<file path="src/rtl/ysyx_23060332_mem_slave_pkg.sv">
// Shared definitions for the handshaked data-memory slave.
//   mem_state_e : slave FSM encoding (idle / waiting for access edge / holding response)
//   MemBase/Size: default legal address window (byte addresses, BASE..BASE+SIZE-1)
//   cnt_width() : width of the latency down-counter for a given pair of latencies
package ysyx_23060332_mem_slave_pkg;

  typedef enum logic [1:0] {
    MemIdle = 2'd0,
    MemWait = 2'd1,
    MemResp = 2'd2
  } mem_state_e;

  localparam logic [31:0] MemBase = 32'h8000_0000;
  localparam logic [31:0] MemSize = 32'h0800_0000;

  // The counter only ever holds LAT-1, so clog2 of the larger latency suffices (min 1 bit).
  function automatic int unsigned cnt_width(input int unsigned rd_lat, input int unsigned wr_lat);
    int unsigned m;
    m = (rd_lat > wr_lat) ? rd_lat : wr_lat;
    return (m <= 1) ? 1 : $clog2(m);
  endfunction

endpackage

</file>
<file path="src/rtl/ysyx_23060332_mem_slave_if.sv">
// Request/response bus between a memory master (LSU/IFU) and ysyx_23060332_mem_slave.
//   req_valid/req_ready : request handshake, fields req_wen/req_addr/req_wdata/req_wmask
//   resp_valid/resp_ready : response handshake, fields resp_rdata/resp_err
//   busy : slave has a transaction in flight
// modport master drives requests and accepts responses; modport slave is the mirror image.
interface ysyx_23060332_mem_slave_if #(
  parameter int unsigned ADDR_W = 32,
  parameter int unsigned DATA_W = 32
);
  localparam int unsigned MASK_W = DATA_W / 8;

  logic              req_valid;
  logic              req_ready;
  logic              req_wen;
  logic [ADDR_W-1:0] req_addr;
  logic [DATA_W-1:0] req_wdata;
  logic [MASK_W-1:0] req_wmask;
  logic              resp_valid;
  logic              resp_ready;
  logic [DATA_W-1:0] resp_rdata;
  logic              resp_err;
  logic              busy;

  modport master (
    output req_valid, req_wen, req_addr, req_wdata, req_wmask, resp_ready,
    input  req_ready, resp_valid, resp_rdata, resp_err, busy
  );

  modport slave (
    input  req_valid, req_wen, req_addr, req_wdata, req_wmask, resp_ready,
    output req_ready, resp_valid, resp_rdata, resp_err, busy
  );

endinterface

</file>
<file path="src/rtl/ysyx_23060332_lat_cnt.sv">
// Loadable down-counter with a zero flag.
//   clk, rst  : clock, asynchronous active-high reset (count cleared)
//   load      : load load_val this edge (has priority over dec)
//   load_val  : value to load
//   dec       : decrement this edge; saturates at zero
//   zero      : count is zero
module ysyx_23060332_lat_cnt #(
  parameter int unsigned WIDTH = 4
) (
  input  logic             clk,
  input  logic             rst,
  input  logic             load,
  input  logic [WIDTH-1:0] load_val,
  input  logic             dec,
  output logic             zero
);

  logic [WIDTH-1:0] cnt_q;

  always_ff @(posedge clk or posedge rst) begin
    if (rst) begin
      cnt_q <= '0;
    end else if (load) begin
      cnt_q <= load_val;
    end else if (dec && (cnt_q != '0)) begin
      cnt_q <= cnt_q - 1'b1;
    end
  end

  assign zero = (cnt_q == '0);

endmodule

</file>
<file path="src/rtl/ysyx_23060332_mem_slave.sv">
// Handshaked data-memory slave with programmable read/write latency and an address window.
//   clk, rst   : clock, asynchronous active-high reset
//   bus        : slave side of ysyx_23060332_mem_slave_if (request/response handshakes, busy)
//   pmem_*     : physical memory port. pmem_en is high for exactly one cycle per legal
//                transaction; the memory must act on the rising edge that ends that cycle
//                (write when pmem_wen, otherwise present the word at pmem_addr on pmem_rdata,
//                combinationally, so it is captured on that same edge).
// One transaction in flight at a time: fire in IDLE, wait LAT edges, then hold the response
// until the master takes it.
module ysyx_23060332_mem_slave
  import ysyx_23060332_mem_slave_pkg::*;
#(
  parameter int unsigned       ADDR_W = 32,
  parameter int unsigned       DATA_W = 32,
  parameter logic [ADDR_W-1:0] BASE   = MemBase,
  parameter logic [ADDR_W-1:0] SIZE   = MemSize,
  parameter int unsigned       RD_LAT = 1,
  parameter int unsigned       WR_LAT = 1
) (
  input  logic                  clk,
  input  logic                  rst,
  ysyx_23060332_mem_slave_if.slave bus,
  output logic                  pmem_en,
  output logic                  pmem_wen,
  output logic [ADDR_W-1:0]     pmem_addr,
  output logic [DATA_W-1:0]     pmem_wdata,
  output logic [DATA_W/8-1:0]   pmem_wmask,
  input  logic [DATA_W-1:0]     pmem_rdata
);

  localparam int unsigned MASK_W = DATA_W / 8;
  localparam int unsigned CntW   = cnt_width(RD_LAT, WR_LAT);

  localparam logic [CntW-1:0] RdLoad = CntW'(RD_LAT - 1);
  localparam logic [CntW-1:0] WrLoad = CntW'(WR_LAT - 1);

  // One extra bit so BASE+SIZE cannot wrap; upper bound is exclusive.
  localparam logic [ADDR_W:0] WinLo = {1'b0, BASE};
  localparam logic [ADDR_W:0] WinHi = {1'b0, BASE} + {1'b0, SIZE};

  mem_state_e        state_q;
  logic              wen_q;
  logic [ADDR_W-1:0] addr_q;
  logic [DATA_W-1:0] wdata_q;
  logic [MASK_W-1:0] wmask_q;
  logic              legal_q;
  logic              req_ready_q;
  logic              resp_valid_q;
  logic [DATA_W-1:0] resp_rdata_q;
  logic              resp_err_q;
  logic              busy_q;

  logic              fire;
  logic              in_window;
  logic              cnt_zero;
  logic              access;
  logic [ADDR_W:0]   req_addr_ext;

  assign fire         = bus.req_valid && req_ready_q;
  assign req_addr_ext = {1'b0, bus.req_addr};
  assign in_window    = (req_addr_ext >= WinLo) && (req_addr_ext < WinHi);

  // Access happens on the edge that ends the last WAIT cycle.
  assign access = (state_q == MemWait) && cnt_zero;

  ysyx_23060332_lat_cnt #(
    .WIDTH (CntW)
  ) u_lat_cnt (
    .clk      (clk),
    .rst      (rst),
    .load     (fire),
    .load_val (bus.req_wen ? WrLoad : RdLoad),
    .dec      (state_q == MemWait),
    .zero     (cnt_zero)
  );

  always_ff @(posedge clk or posedge rst) begin
    if (rst) begin
      state_q      <= MemIdle;
      wen_q        <= 1'b0;
      addr_q       <= '0;
      wdata_q      <= '0;
      wmask_q      <= '0;
      legal_q      <= 1'b0;
      req_ready_q  <= 1'b1;
      resp_valid_q <= 1'b0;
      resp_rdata_q <= '0;
      resp_err_q   <= 1'b0;
      busy_q       <= 1'b0;
    end else begin
      unique case (state_q)
        MemIdle: begin
          if (fire) begin
            state_q     <= MemWait;
            wen_q       <= bus.req_wen;
            addr_q      <= bus.req_addr;
            wdata_q     <= bus.req_wdata;
            wmask_q     <= bus.req_wmask;
            legal_q     <= in_window;
            req_ready_q <= 1'b0;
            busy_q      <= 1'b1;
          end
        end
        MemWait: begin
          if (cnt_zero) begin
            state_q      <= MemResp;
            resp_valid_q <= 1'b1;
            resp_err_q   <= !legal_q;
            // Writes and rejected accesses return zero data.
            resp_rdata_q <= (legal_q && !wen_q) ? pmem_rdata : '0;
          end
        end
        MemResp: begin
          if (bus.resp_ready) begin
            state_q      <= MemIdle;
            resp_valid_q <= 1'b0;
            resp_rdata_q <= '0;
            resp_err_q   <= 1'b0;
            req_ready_q  <= 1'b1;
            busy_q       <= 1'b0;
          end
        end
        default: begin
          state_q <= MemIdle;
        end
      endcase
    end
  end

  assign bus.req_ready  = req_ready_q;
  assign bus.resp_valid = resp_valid_q;
  assign bus.resp_rdata = resp_rdata_q;
  assign bus.resp_err   = resp_err_q;
  assign bus.busy       = busy_q;

  // Out-of-window requests never reach memory.
  assign pmem_en    = access && legal_q;
  assign pmem_wen   = wen_q;
  assign pmem_addr  = addr_q;
  assign pmem_wdata = wdata_q;
  assign pmem_wmask = wmask_q;

endmodule
</file>
<file path="src/flat_wrapper.sv">
// flat-port wrapper written by rule: the top's interface ports become plain ports
module ysyx_23060332_mem_slave_flat import ysyx_23060332_mem_slave_pkg::*;
#(
  parameter int unsigned       ADDR_W = 32,
  parameter int unsigned       DATA_W = 32,
  parameter logic [ADDR_W-1:0] BASE   = MemBase,
  parameter logic [ADDR_W-1:0] SIZE   = MemSize,
  parameter int unsigned       RD_LAT = 1,
  parameter int unsigned       WR_LAT = 1
)
  (clk, rst, pmem_en, pmem_wen, pmem_addr, pmem_wdata, pmem_wmask, pmem_rdata, bus_req_valid, bus_req_wen, bus_req_addr, bus_req_wdata, bus_req_wmask, bus_resp_ready, bus_req_ready, bus_resp_valid, bus_resp_rdata, bus_resp_err, bus_busy);
  ysyx_23060332_mem_slave_if #(.ADDR_W(ADDR_W), .DATA_W(DATA_W)) bus_i ();
  input  logic clk;
  input  logic rst;
  output logic pmem_en;
  output logic pmem_wen;
  output logic [ADDR_W-1:0] pmem_addr;
  output logic [DATA_W-1:0] pmem_wdata;
  output logic [DATA_W/8-1:0] pmem_wmask;
  input  logic [DATA_W-1:0] pmem_rdata;
  input wire logic [$bits(bus_i.req_valid)-1:0] bus_req_valid;
  input wire logic [$bits(bus_i.req_wen)-1:0] bus_req_wen;
  input wire logic [$bits(bus_i.req_addr)-1:0] bus_req_addr;
  input wire logic [$bits(bus_i.req_wdata)-1:0] bus_req_wdata;
  input wire logic [$bits(bus_i.req_wmask)-1:0] bus_req_wmask;
  input wire logic [$bits(bus_i.resp_ready)-1:0] bus_resp_ready;
  output wire logic [$bits(bus_i.req_ready)-1:0] bus_req_ready;
  output wire logic [$bits(bus_i.resp_valid)-1:0] bus_resp_valid;
  output wire logic [$bits(bus_i.resp_rdata)-1:0] bus_resp_rdata;
  output wire logic [$bits(bus_i.resp_err)-1:0] bus_resp_err;
  output wire logic [$bits(bus_i.busy)-1:0] bus_busy;
  assign bus_i.req_valid = bus_req_valid;
  assign bus_i.req_wen = bus_req_wen;
  assign bus_i.req_addr = bus_req_addr;
  assign bus_i.req_wdata = bus_req_wdata;
  assign bus_i.req_wmask = bus_req_wmask;
  assign bus_i.resp_ready = bus_resp_ready;
  assign bus_req_ready = bus_i.req_ready;
  assign bus_resp_valid = bus_i.resp_valid;
  assign bus_resp_rdata = bus_i.resp_rdata;
  assign bus_resp_err = bus_i.resp_err;
  assign bus_busy = bus_i.busy;
  ysyx_23060332_mem_slave #(.ADDR_W(ADDR_W), .DATA_W(DATA_W), .BASE(BASE), .SIZE(SIZE), .RD_LAT(RD_LAT), .WR_LAT(WR_LAT)) u_core (.clk(clk), .rst(rst), .bus(bus_i), .pmem_en(pmem_en), .pmem_wen(pmem_wen), .pmem_addr(pmem_addr), .pmem_wdata(pmem_wdata), .pmem_wmask(pmem_wmask), .pmem_rdata(pmem_rdata));
endmodule
</file>
<file path="config.mk">
export PLATFORM = sky130hd
export DESIGN_NAME = ysyx_23060332_mem_slave_flat
export DESIGN_NICKNAME = d
export VERILOG_FILES = /design/src/rtl/ysyx_23060332_mem_slave_pkg.sv /design/src/rtl/ysyx_23060332_mem_slave_if.sv /design/src/rtl/ysyx_23060332_lat_cnt.sv /design/src/rtl/ysyx_23060332_mem_slave.sv /design/src/flat_wrapper.sv
export SDC_FILE = /design/constraint.sdc
export NUM_CORES = 1
export LEC_CHECK = 0
export CORE_ASPECT_RATIO = 1.75
export CORE_MARGIN = 2
export CORE_UTILIZATION = 40
export DETAILED_ROUTE_END_ITERATION = 7
export GPL_ROUTABILITY_DRIVEN = 0
export PLACE_DENSITY = 0.92
export SLEW_MARGIN = 40
export SYNTH_ARGS = -nofsm -noshare
export SYNTH_HDL_FRONTEND = slang
export SYNTH_SLANG_ARGS = --single-unit
</file>
<file path="constraint.sdc">
create_clock -name clk -period 4.5 [get_ports clk]
set_input_delay 1.35 -clock clk [delete_from_list [all_inputs] [get_ports clk]]
set_output_delay 1.35 -clock clk [all_outputs]
set_load 0.01 [all_outputs]
</file>
==> summary.md <==
| Metric | Value |
|---|---|
| Die height | `138 microns` |
| Routed length per placed instance | `17.8 microns` |
| Die area | `0.0111 sq mm` |
| CTS max path bufs | `2` |
| Power per Cell Area | `602 mW/mm^2` |
| Cts repair resizes | `0` |
| Post-synth EDFFs | `0` |
| Largest net degree at the start of global routing | `80` |
| Rows | `49` |
| TNS Setup | `0 ns` |
| Max Cap Violations | `0` |
| Internal Dissipation | `2.79 mW` |
| CP Buf/Inv Count | `1` |
| Crit-path max FO | `8` |
| Synth top area cells | `dfrtp_1, mux2_2, a22o_1` |
| Sequential power share | `0.395` |
| CTS tree | `yes` |
| Logic pwr share | `0.426` |
| Syn_area_per_cell | `16.2 sq um` |
| Worst R2R Start | `u_core.state_q[0]` |
| Critical-path cell list | `or3b_4, nor2_1, clkdlybuf4s50_1` |
| Peak VDD IR | `0.000363 V` |
| Setup slack at placement | `1.46 ns` |
| Cts bufs inserted | `9` |
| Unrepaired setup endpoints after global routing | `no` |
| Worst slew pin tran | `0.681 ns` |
| Distinct cells, synth | `28` |
| HP Class | `register to register` |
| CP Launch Point | `u_core.state_q[0]` |
| Filler cells | `785` |
| Clock skew | `0.00824 ns` |
| CTS Root Cell | `clkbuf_16` |
| Vias after detailed routing | `2,938` |
| Share of post-route cells with drive strength above 1 | `0.192` |
| Leak pwr | `2.77 nW` |
| Fmax | `294 MHz` |
| Design area | `0.00659 sq mm` |
| Nets | `571` |
| Critical path data required time | `3.15 ns` |
| Worst setup SP type | `register` |
| Final setup vio count | `0` |
| Synth top cells by count | `dfrtp_1, mux2_2, a22o_1` |
| Final worst-path cycle share | `0.757` |
| Yosys top cell by area | `dfrtp_1` |
| Post-Syn Area | `0.00411 sq mm` |
| Final wirelength | `10,600 microns` |
| Total track usage | `0.198` |
| Final HPWL DP | `8070 microns` |
| Post-route ant nets | `0` |
| Hold_ws | `0.482 ns` |
| Post-synth top flop | `dfrtp_1` |
| Setup ws final | `1.09 ns` |
| Clk slew on worst S/H paths | `0.07 ns` |
| Synthesized Nets | `359` |
| Cts hold-fix bufs | `0` |
| Gr ovfl total | `0` |
| Psw | `1.18 mW` |
| Clock share of power | `0.179` |
| Post-DP Area | `0.00631 sq mm` |
| Net Sw Frac | `0.298` |
| Port bufs | `210` |
| Post CTS Setup Buffer Count | `0` |
| Starting DRC count in detailed routing | `110` |
| WP data arrival | `2.06 ns` |
| H-Tree Depth | `3` |
| Hold Path Origin | `u_core.bus.busy` |
| Die W | `80.7 microns` |
| Status | `complete, no violations` |
| Total power | `3.97 mW` |
| Clock latency on the worst-skew pair | `0.34 ns` |
| Drc violations | `0` |
| Initial Util | `0.404` |
| Crit path max-delay family | `simple AND/OR/NAND/NOR gates` |
| Syn. warnings | `0` |
| First-pass GRT wire length | `16,700 microns` |
| Setup CP Type | `register to output port` |
| Crit end category | `output port` |
| Via density per instance | `4.93` |
| # IOs | `211` |
| Post-synth top area share | `0.657` |
| CP max stage delay | `0.60 ns` |
| Number of inserted diodes | `0` |
| Initial antenna violation count | `0` |
| Fin crit period | `3.41 ns` |
| Max-slew violations | `0` |
| Seq/Total Area, Yosys | `0.663` |
| Router iterations before antenna repair | `4` |
| Area grow syn2layout | `60.2%` |
| Post-synthesis instance total | `254` |
| Vias in the first global route | `3,262` |
| Register bit total from synthesis | `109` |
| Core area | `0.0102 sq mm` |
| Slew HR | `0.546` |
| Top-count cell post-synth | `dfrtp_1` |
| Final hold vios | `0` |
| Asr flop ratio synth | `1.00` |
| Clock sinks | `109` |
| Slowest cell on crit path | `clkdlybuf4s50_1` |
state kept, by name (all words and copies together) (netlist names), 2 cells and up:
signal,cells
u_core.bus.resp_rdata,32
u_core.pmem_wdata,32
u_core.pmem_addr,32
u_core.pmem_wmask,4
u_core.state_q,2
power groups by stage:
stage / Combinational, mW / Clock [mW] / Sequential [mW]
2_1_floorplan: 0.597 / 0 / 1.72
3_3_place_gp: 1.64 / 0 / 1.55
3_5_place_dp: 1.69 / 0 / 1.59
4_1_cts: 1.70 / 0.733 / 1.57
5_1_grt: 1.79 / 0.781 / 1.61
6_report: 1.69 / 0.710 / 1.57
final cells by class:
cell class | instances | area, sq um | area share
flip-flops and latches | 109 | 2730 | 0.414
repair buffers | 215 | 2160 | 0.328
multi-input cells | 127 | 1250 | 0.190
clock buffers | 11 | 243 | 0.0368
clock inverters | 3 | 23.8 | 0.00361
well taps | 127 | 159 | 0.0241
inverters | 4 | 20.0 | 0.00304
per-stage QoR:
step                cells  utilization
floorplan             254            -
global placement      580        0.618
detailed placement    581        0.620
CTS                   595        0.646
global route          596        0.647
finish                596        0.647
cells by family (layout without fill, tap and decap cells):
logic type / after synthesis / count (layout) / share of synthesized area
mux: 70 / 70 / 0.191
compound gates: 40 / 40 / 0.0849
simple gates: 17 / 17 / 0.0280
flops: 109 / 109 / 0.663
buf+inv: 18 / 233 / 0.0325
path summary, 6_finish.rpt:
path	to	slack, ns	cells past startpoint
worst max-delay path	pmem_en	1.09	3
worst max register to register	u_core.bus.resp_rdata[15]	2.55	4
worst min register to register	u_core.bus.busy	0.48	1
max in group asynchronous	u_core.bus.resp_rdata[15]	2.26	3
min in group asynchronous	u_core.bus.resp_rdata[27]	1.52	2
worst min-delay path	u_core.bus.busy	0.48	1
cell usage in the layout (no fill, tap or decap), types with 2 or more instances in the layout:
master,count
clkdlybuf4s50_1,210
dfrtp_1,108
mux2_2,63
a22o_1,30
clkbuf_16,9
mux2_1,6
nor2_1,5
nand2_1,3
inv_1,3
a21oi_1,3
nor3_4,2
clkinvlp_4,2
buf_4,2
per-layer routing:
| layer | vias up | part of all wire | track usage |
|---|---|---|---|
| li1 | 1338 | - | - |
| met1 | 1452 | 0.33 | 0.202 |
| met2 | 126 | 0.57 | 0.363 |
| met3 | 22 | 0.071 | 0.0653 |
| met4 | 0 | 0.025 | 0.0714 |
| met5 | - | 0 | 0 |
Power figures use the tool's default switching activity.
